$ cat config.mk
export PLATFORM = sky130hd
export DESIGN_NAME = mesh_sequencer
export DESIGN_NICKNAME = d
export VERILOG_FILES = /design/src/rtl/mesh_sequencer.sv
export SDC_FILE = /design/constraint.sdc
export NUM_CORES = 1
export LEC_CHECK = 0
export CAP_MARGIN = 20
export CORE_MARGIN = 2
export CORE_UTILIZATION = 55
export DETAILED_ROUTE_END_ITERATION = 12
export DONT_BUFFER_PORTS = 1
export GPL_ROUTABILITY_DRIVEN = 0
export PLACE_DENSITY = 0.73
export SLEW_MARGIN = 25
export SYNTH_ARGS = -nofsm -noshare
export SYNTH_HDL_FRONTEND = slang
export SYNTH_SLANG_ARGS = --single-unit
$ cat constraint.sdc
create_clock -name clk_i -period 8.98 [get_ports clk_i]
set_input_delay 2.245 -clock clk_i [delete_from_list [all_inputs] [get_ports clk_i]]
set_output_delay 2.245 -clock clk_i [all_outputs]
set_load 0.02 [all_outputs]
$ cat src/rtl/mesh_sequencer.sv
// mesh_sequencer: run-level controller for an NxN systolic mesh.
//
// One job per accepted start: hold the mesh in reset, stream skewed queue
// reads with feed valid and a last-element pulse, then wait for the mesh
// done flag plus a drain pulse from every row before reporting completion.
// A job that never completes within TIMEOUT wait cycles reports an error.
//
// Ports:
//   clk_i, rst_i      clock, synchronous active-high reset
//   start_i           job request (accepted only when idle)
//   k_len_i           operand stream length K, latched with an accepted start
//   acc_sel_i         accumulator bank, latched with an accepted start
//   abort_i           cancel the running job
//   mesh_done_i       sticky mesh done flag
//   drain_i[N]        per-row drain pulses
//   mesh_rstn_o       active-low mesh reset
//   queue_rd_en_o[N]  skewed read enables for row/column queue r
//   inputs_valid_o    feed valid to the top-left PE
//   last_element_o    one-cycle last-element pulse
//   acc_sel_o         latched bank select
//   busy_o            high whenever a job is in progress
//   done_o            one-cycle completion pulse
//   error_o           one-cycle pulse on a rejected start or a timeout
module mesh_sequencer #(
    parameter int N          = 4,
    parameter int KW         = 16,
    parameter int CLR_CYCLES = 2,
    parameter int TIMEOUT    = 4096
) (
    input  logic          clk_i,
    input  logic          rst_i,
    input  logic          start_i,
    input  logic [KW-1:0] k_len_i,
    input  logic          acc_sel_i,
    input  logic          abort_i,
    input  logic          mesh_done_i,
    input  logic [N-1:0]  drain_i,
    output logic          mesh_rstn_o,
    output logic [N-1:0]  queue_rd_en_o,
    output logic          inputs_valid_o,
    output logic          last_element_o,
    output logic          acc_sel_o,
    output logic          busy_o,
    output logic          done_o,
    output logic          error_o
);

    // Feed counter must reach K+N-2 without wrapping.
    localparam int TW  = KW + $clog2(N) + 1;
    localparam int CW  = (CLR_CYCLES > 1) ? $clog2(CLR_CYCLES + 1) : 1;
    localparam int TOW = $clog2(TIMEOUT + 1);

    typedef enum logic [2:0] {
        ST_IDLE  = 3'd0,
        ST_CLEAR = 3'd1,
        ST_FEED  = 3'd2,
        ST_WAIT  = 3'd3,
        ST_DONE  = 3'd4
    } state_t;

    state_t          state_r, state_s;
    logic [KW-1:0]   k_r, k_s;
    logic [TW-1:0]   t_r, t_s;
    logic [CW-1:0]   clr_r, clr_s;
    logic [TOW-1:0]  tmo_r, tmo_s;
    logic [N-1:0]    dmask_r, dmask_s;
    logic            acc_s;
    logic            abort_exit_s;
    logic [TW-1:0]   feed_last_s;
    logic            mesh_rstn_s;
    logic [N-1:0]    rd_en_s;
    logic            valid_s;
    logic            last_s;
    logic            busy_s;
    logic            done_s;
    logic            error_s;

    assign feed_last_s = TW'(k_r) + TW'(N - 1) - TW'(1);

    // Next-state, counter and next-output computation.
    always_comb begin
        state_s      = state_r;
        k_s          = k_r;
        t_s          = t_r;
        clr_s        = clr_r;
        tmo_s        = tmo_r;
        dmask_s      = dmask_r;
        acc_s        = acc_sel_o;
        abort_exit_s = 1'b0;
        error_s      = 1'b0;

        case (state_r)
            ST_IDLE: begin
                if (start_i) begin
                    if (k_len_i != {KW{1'b0}}) begin
                        state_s = ST_CLEAR;
                        k_s     = k_len_i;
                        acc_s   = acc_sel_i;
                        clr_s   = {CW{1'b0}};
                    end else begin
                        error_s = 1'b1;
                    end
                end else begin
                    state_s = ST_IDLE;
                end
            end
            ST_CLEAR: begin
                dmask_s = {N{1'b0}};
                t_s     = {TW{1'b0}};
                if (abort_i) begin
                    state_s      = ST_IDLE;
                    abort_exit_s = 1'b1;
                end else if (clr_r == CW'(CLR_CYCLES - 1)) begin
                    state_s = ST_FEED;
                end else begin
                    clr_s = clr_r + CW'(1);
                end
            end
            ST_FEED: begin
                dmask_s = dmask_r | drain_i;
                if (abort_i) begin
                    state_s      = ST_IDLE;
                    abort_exit_s = 1'b1;
                end else if (t_r == feed_last_s) begin
                    state_s = ST_WAIT;
                    tmo_s   = {TOW{1'b0}};
                end else begin
                    t_s = t_r + TW'(1);
                end
            end
            ST_WAIT: begin
                dmask_s = dmask_r | drain_i;
                // Abort beats completion, completion beats the timeout.
                if (abort_i) begin
                    state_s      = ST_IDLE;
                    abort_exit_s = 1'b1;
                end else if (mesh_done_i && (&(dmask_r | drain_i))) begin
                    state_s = ST_DONE;
                end else if (tmo_r == TOW'(TIMEOUT - 1)) begin
                    state_s = ST_IDLE;
                    error_s = 1'b1;
                end else begin
                    tmo_s = tmo_r + TOW'(1);
                end
            end
            ST_DONE: begin
                state_s = ST_IDLE;
            end
            default: begin
                state_s = ST_IDLE;
            end
        endcase

        // Outputs are computed from the next state so that the registered
        // outputs line up with the state they describe.
        for (int r = 0; r < N; r++) begin
            rd_en_s[r] = (state_s == ST_FEED) && (t_s >= TW'(r)) &&
                         (t_s < (TW'(r) + TW'(k_r)));
        end
        valid_s     = rd_en_s[0];
        last_s      = (state_s == ST_FEED) && (t_s == feed_last_s);
        mesh_rstn_s = !((state_s == ST_CLEAR) || abort_exit_s);
        busy_s      = (state_s != ST_IDLE);
        done_s      = (state_s == ST_DONE);
    end

    // State, counters and registered outputs.
    always_ff @(posedge clk_i) begin
        if (rst_i) begin
            state_r        <= ST_IDLE;
            k_r            <= {KW{1'b0}};
            t_r            <= {TW{1'b0}};
            clr_r          <= {CW{1'b0}};
            tmo_r          <= {TOW{1'b0}};
            dmask_r        <= {N{1'b0}};
            mesh_rstn_o    <= 1'b0;
            queue_rd_en_o  <= {N{1'b0}};
            inputs_valid_o <= 1'b0;
            last_element_o <= 1'b0;
            acc_sel_o      <= 1'b0;
            busy_o         <= 1'b0;
            done_o         <= 1'b0;
            error_o        <= 1'b0;
        end else begin
            state_r        <= state_s;
            k_r            <= k_s;
            t_r            <= t_s;
            clr_r          <= clr_s;
            tmo_r          <= tmo_s;
            dmask_r        <= dmask_s;
            mesh_rstn_o    <= mesh_rstn_s;
            queue_rd_en_o  <= rd_en_s;
            inputs_valid_o <= valid_s;
            last_element_o <= last_s;
            acc_sel_o      <= acc_s;
            busy_o         <= busy_s;
            done_o         <= done_s;
            error_o        <= error_s;
        end
    end

endmodule

==> impl_metrics.tcl <==
set metrics [dict create \
    status "completed" \
    finClkSkew_ps 8.48 \
    worst_slew_pin_slew_ps 975 \
    setup_total_negative_slack_ps 0 \
    area_growth_pct 5.72 \
    reg_power_frac 0.364 \
    detail_route.wl_per_cell_um 19.8 \
    clock_power_share 0.446 \
    quantity_of_i_o_buffers_inserted_on_ports 0 \
    setup_violations 0 \
    wire_length_of_the_first_global_routing_pass_mm 31.9 \
    most-common-layout-cells "sky130_fd_sc_hd__nor2_1 (74), sky130_fd_sc_hd__ha_1 (71), sky130_fd_sc_hd__dfxtp_1 (67)" \
    synth_sequential_area_ratio 0.194 \
    die-area_um2 13500 \
    netlist-cell-type-count 93 \
    crit_family "compound AO/OA/AOI/OAI gates" \
    reg2regPathDepth 27 \
    worst_path_max_delay_cell "sky130_fd_sc_hd__dfxtp_1" \
    netSwitchingFraction 0.291 \
    route.detailed.vias_per_inst 6.51 \
    primary_flip_flop_cell_chosen_by_synthesis_mapping "sky130_fd_sc_hd__dfxtp_1" \
    pin_count 37 \
    r2r_setup_slack_ps 1150 \
    worst_skew_pair.late_latency_ps 350 \
    post-place-cells 973 \
    maximum_buffer_depth_of_the_clock_tree 2 \
    min-delay-path-class "reg -> reg" \
    antenna_violations_before_repair 0 \
    cp_common_cell "sky130_fd_sc_hd__o21a_1" \
    postSynthCellCount 841 \
    power_per_cell_area_nw_per_um2 122 \
    final_net_count 913 \
    worstReg2RegEnd "queue_rd_en_o[3]" \
    htree_num_levels 3 \
    synthesis.nets 938 \
    cts_hold_repair.buffers 0 \
    irDropWorstVdd_uv 128 \
    min_to "dmask_r[3]" \
    die_x_um 116 \
    p_sw_mw 0.259 \
    drt.antenna.violating_nets 0 \
    number_of_synthesized_flops_with_an_enable_pin 0 \
    placeableCoreArea_um2 12200 \
    synth-warning-count 0 \
    drt_first_pass_iters 5 \
    stdcell_count 988 \
    r2r-start "k_r[0]" \
    grt_max_degree 50 \
    hpwlAfterDp_mm 15.1 \
    num_antenna_cells 0 \
    rsz0062_at_grt "no" \
    hp_start "dmask_r[3]" \
    initialDrtViolationCount 436 \
    grt_use_total 0.303 \
    final_max_slew_viol_count 0 \
    critPathRequiredTime_ps 9210 \
    syn_area_um2 6920 \
    global_route.overflow_total 0 \
    power_frac_comb 0.191 \
    drive_gt1_frac 0.0805 \
    min_path_cells 2 \
    period_share 0.872 \
    numCtsBuffers 9 \
    power.leakage_nw 2.86 \
    worst_endpoint_data_arrival_time_ps 8060 \
    clkSlewWorstSetupHoldPaths_ps 60 \
    vias 6436 \
    internal_power_mw 0.631 \
    cts.repair.resized 0 \
    critPathBufInv 2 \
    placementRows 40 \
    worstSetupStartpointType "register" \
    postCtsSetupRepairBufs 0 \
    drc_errors 0 \
    cap_viol_max_count 0 \
    fmax_mhz 128 \
    timing.final.hold_violations 0 \
    ctsRootBufferMaster "sky130_fd_sc_hd__clkbuf_16" \
    cp-startpoint "k_r[0]" \
    cp-end-kind "register" \
    setup.worst_path.class "reg -> reg" \
    ys_seq_elements 67 \
    grt_pass1_vias 6310 \
    critical_path.max_fanout 20 \
    floorplan.initialDensity 0.569 \
    fp.dieH_um 116 \
    async_flop_share 0 \
    syn_avg_cell_area_um2 8.23 \
    timing.slew.headroom 0.349 \
    crit_path_max_incr_delay_ps 850 \
    cts_tree "done" \
    postRouteWirelength_mm 19.5 \
    leading_cell_type_in_the_layout_fill_and_taps_excluded "sky130_fd_sc_hd__nor2_1" \
    finalWorstPathRequiredPeriod_ps 7830 \
    clock_sink_count 67 \
]
routing by layer:
| metal | track usage | up-vias | part of all wire |
|---|---|---|---|
| met1 | 0.393 | 3038 | 0.42 |
| met4 | 0.133 | 0 | 0.042 |
| met3 | 0.0690 | 69 | 0.078 |
| met2 | 0.486 | 307 | 0.46 |
| li1 | - | 3022 | - |
| met5 | 0 | - | 0 |
cell type report:
class / instances / area (um^2)
multi-input cells: 702 / 5270
flip-flops and latches: 67 / 1340
well taps: 168 / 210
clock buffers: 11 / 253
clock inverters: 4 / 73.8
repair buffers: 8 / 60.1
fillers: 1064 / 4850
inverters: 28 / 106
logic make-up after synthesis:
group	share of synthesized area
AOI/OAI and AO/OA	0.161
xor gates and xnor gates	0.130
adders and majority gates	0.130
buffers and inverters	0.0452
DFF	0.194
muxes	0.0499
and+or+nand+nor	0.290
flip-flops by register name (all words and copies together), names as in the netlist:
register        cells
t_r                19
k_r                16
tmo_r              13
dmask_r             4
queue_rd_en_o       4
state_r             3
clr_r               2
acc_sel_o           1
busy_o              1
done_o              1
error_o             1
last_element_o      1
mesh_rstn_o         1
metrics by stage:
step | instance area, um^2 | hold WS (ps) | worst slack (ps) | util | power (mW)
3_3_place_gp | 6980 | 446 | 1650 | 0.574 | 0.489
2_1_floorplan | 6920 | 446 | 2610 | - | 0.466
4_1_cts | 7310 | 461 | 1280 | 0.601 | 0.890
6_report | 7310 | 458 | 1150 | 0.601 | 0.890
3_5_place_dp | 6980 | 454 | 1320 | 0.574 | 0.494
5_1_grt | 7310 | 480 | 698 | 0.601 | 0.923
tightest hold or removal path, cell delays in order, from the launching register on:
cell	delay, ps
sky130_fd_sc_hd__dfxtp_1	310
sky130_fd_sc_hd__nand2_1	50
sky130_fd_sc_hd__a21oi_1	50
worst max path at each step:
stage | cells past startpoint | slack (ps) | end
after floorplan | 31 | 2610 | queue_rd_en_o[3]
after global placement | 27 | 1650 | queue_rd_en_o[3]
after detailed placement | 27 | 1320 | queue_rd_en_o[3]
after CTS | 27 | 1280 | queue_rd_en_o[3]
after global routing | 27 | 700 | queue_rd_en_o[3]
final | 27 | 1150 | queue_rd_en_o[3]
synth_stat cells (4+ instances only):
cell type / number / area [um^2]
sky130_fd_sc_hd__nor2_1: 74 / 278
sky130_fd_sc_hd__ha_1: 71 / 888
sky130_fd_sc_hd__dfxtp_1: 67 / 1340
sky130_fd_sc_hd__xnor2_1: 65 / 569
sky130_fd_sc_hd__nand2_1: 55 / 206
sky130_fd_sc_hd__a21oi_1: 39 / 195
sky130_fd_sc_hd__nor2b_1: 33 / 206
sky130_fd_sc_hd__mux2i_1: 32 / 320
sky130_fd_sc_hd__nand3_1: 31 / 155
sky130_fd_sc_hd__nand4_1: 28 / 175
sky130_fd_sc_hd__inv_1: 23 / 86.3
sky130_fd_sc_hd__xor2_1: 23 / 201
sky130_fd_sc_hd__nor3_1: 21 / 105
sky130_fd_sc_hd__o21a_1: 20 / 150
sky130_fd_sc_hd__clkbuf_1: 19 / 71.3
sky130_fd_sc_hd__o21ai_0: 19 / 95.1
sky130_fd_sc_hd__nor4_1: 18 / 113
sky130_fd_sc_hd__and3_1: 14 / 87.6
sky130_fd_sc_hd__buf_2: 12 / 60.1
sky130_fd_sc_hd__nand2b_1: 9 / 56.3
sky130_fd_sc_hd__or3_1: 9 / 56.3
sky130_fd_sc_hd__buf_4: 7 / 52.6
sky130_fd_sc_hd__o311ai_1: 7 / 61.3
sky130_fd_sc_hd__buf_1: 6 / 22.5
sky130_fd_sc_hd__a21o_1: 5 / 37.5
sky130_fd_sc_hd__a31oi_1: 5 / 31.3
sky130_fd_sc_hd__and2_1: 5 / 31.3
sky130_fd_sc_hd__or2_2: 5 / 31.3
sky130_fd_sc_hd__xnor3_1: 5 / 113
sky130_fd_sc_hd__a2111oi_0: 4 / 35.0
sky130_fd_sc_hd__nor3b_1: 4 / 30.0
sky130_fd_sc_hd__nor4_2: 4 / 50.1
sky130_fd_sc_hd__nor4bb_1: 4 / 40.0
sky130_fd_sc_hd__o2111ai_1: 4 / 35.0
sky130_fd_sc_hd__o31ai_1: 4 / 30.0
sky130_fd_sc_hd__or4_1: 4 / 30.0
power groups by stage:
stage	logic, mW	registers [mW]	clock network, mW
2_1_floorplan	0.150	0.316	0
3_3_place_gp	0.160	0.329	0
3_5_place_dp	0.165	0.329	0
4_1_cts	0.166	0.323	0.401
5_1_grt	0.185	0.325	0.413
6_report	0.170	0.324	0.397
(Power assumes the default switching activity.)
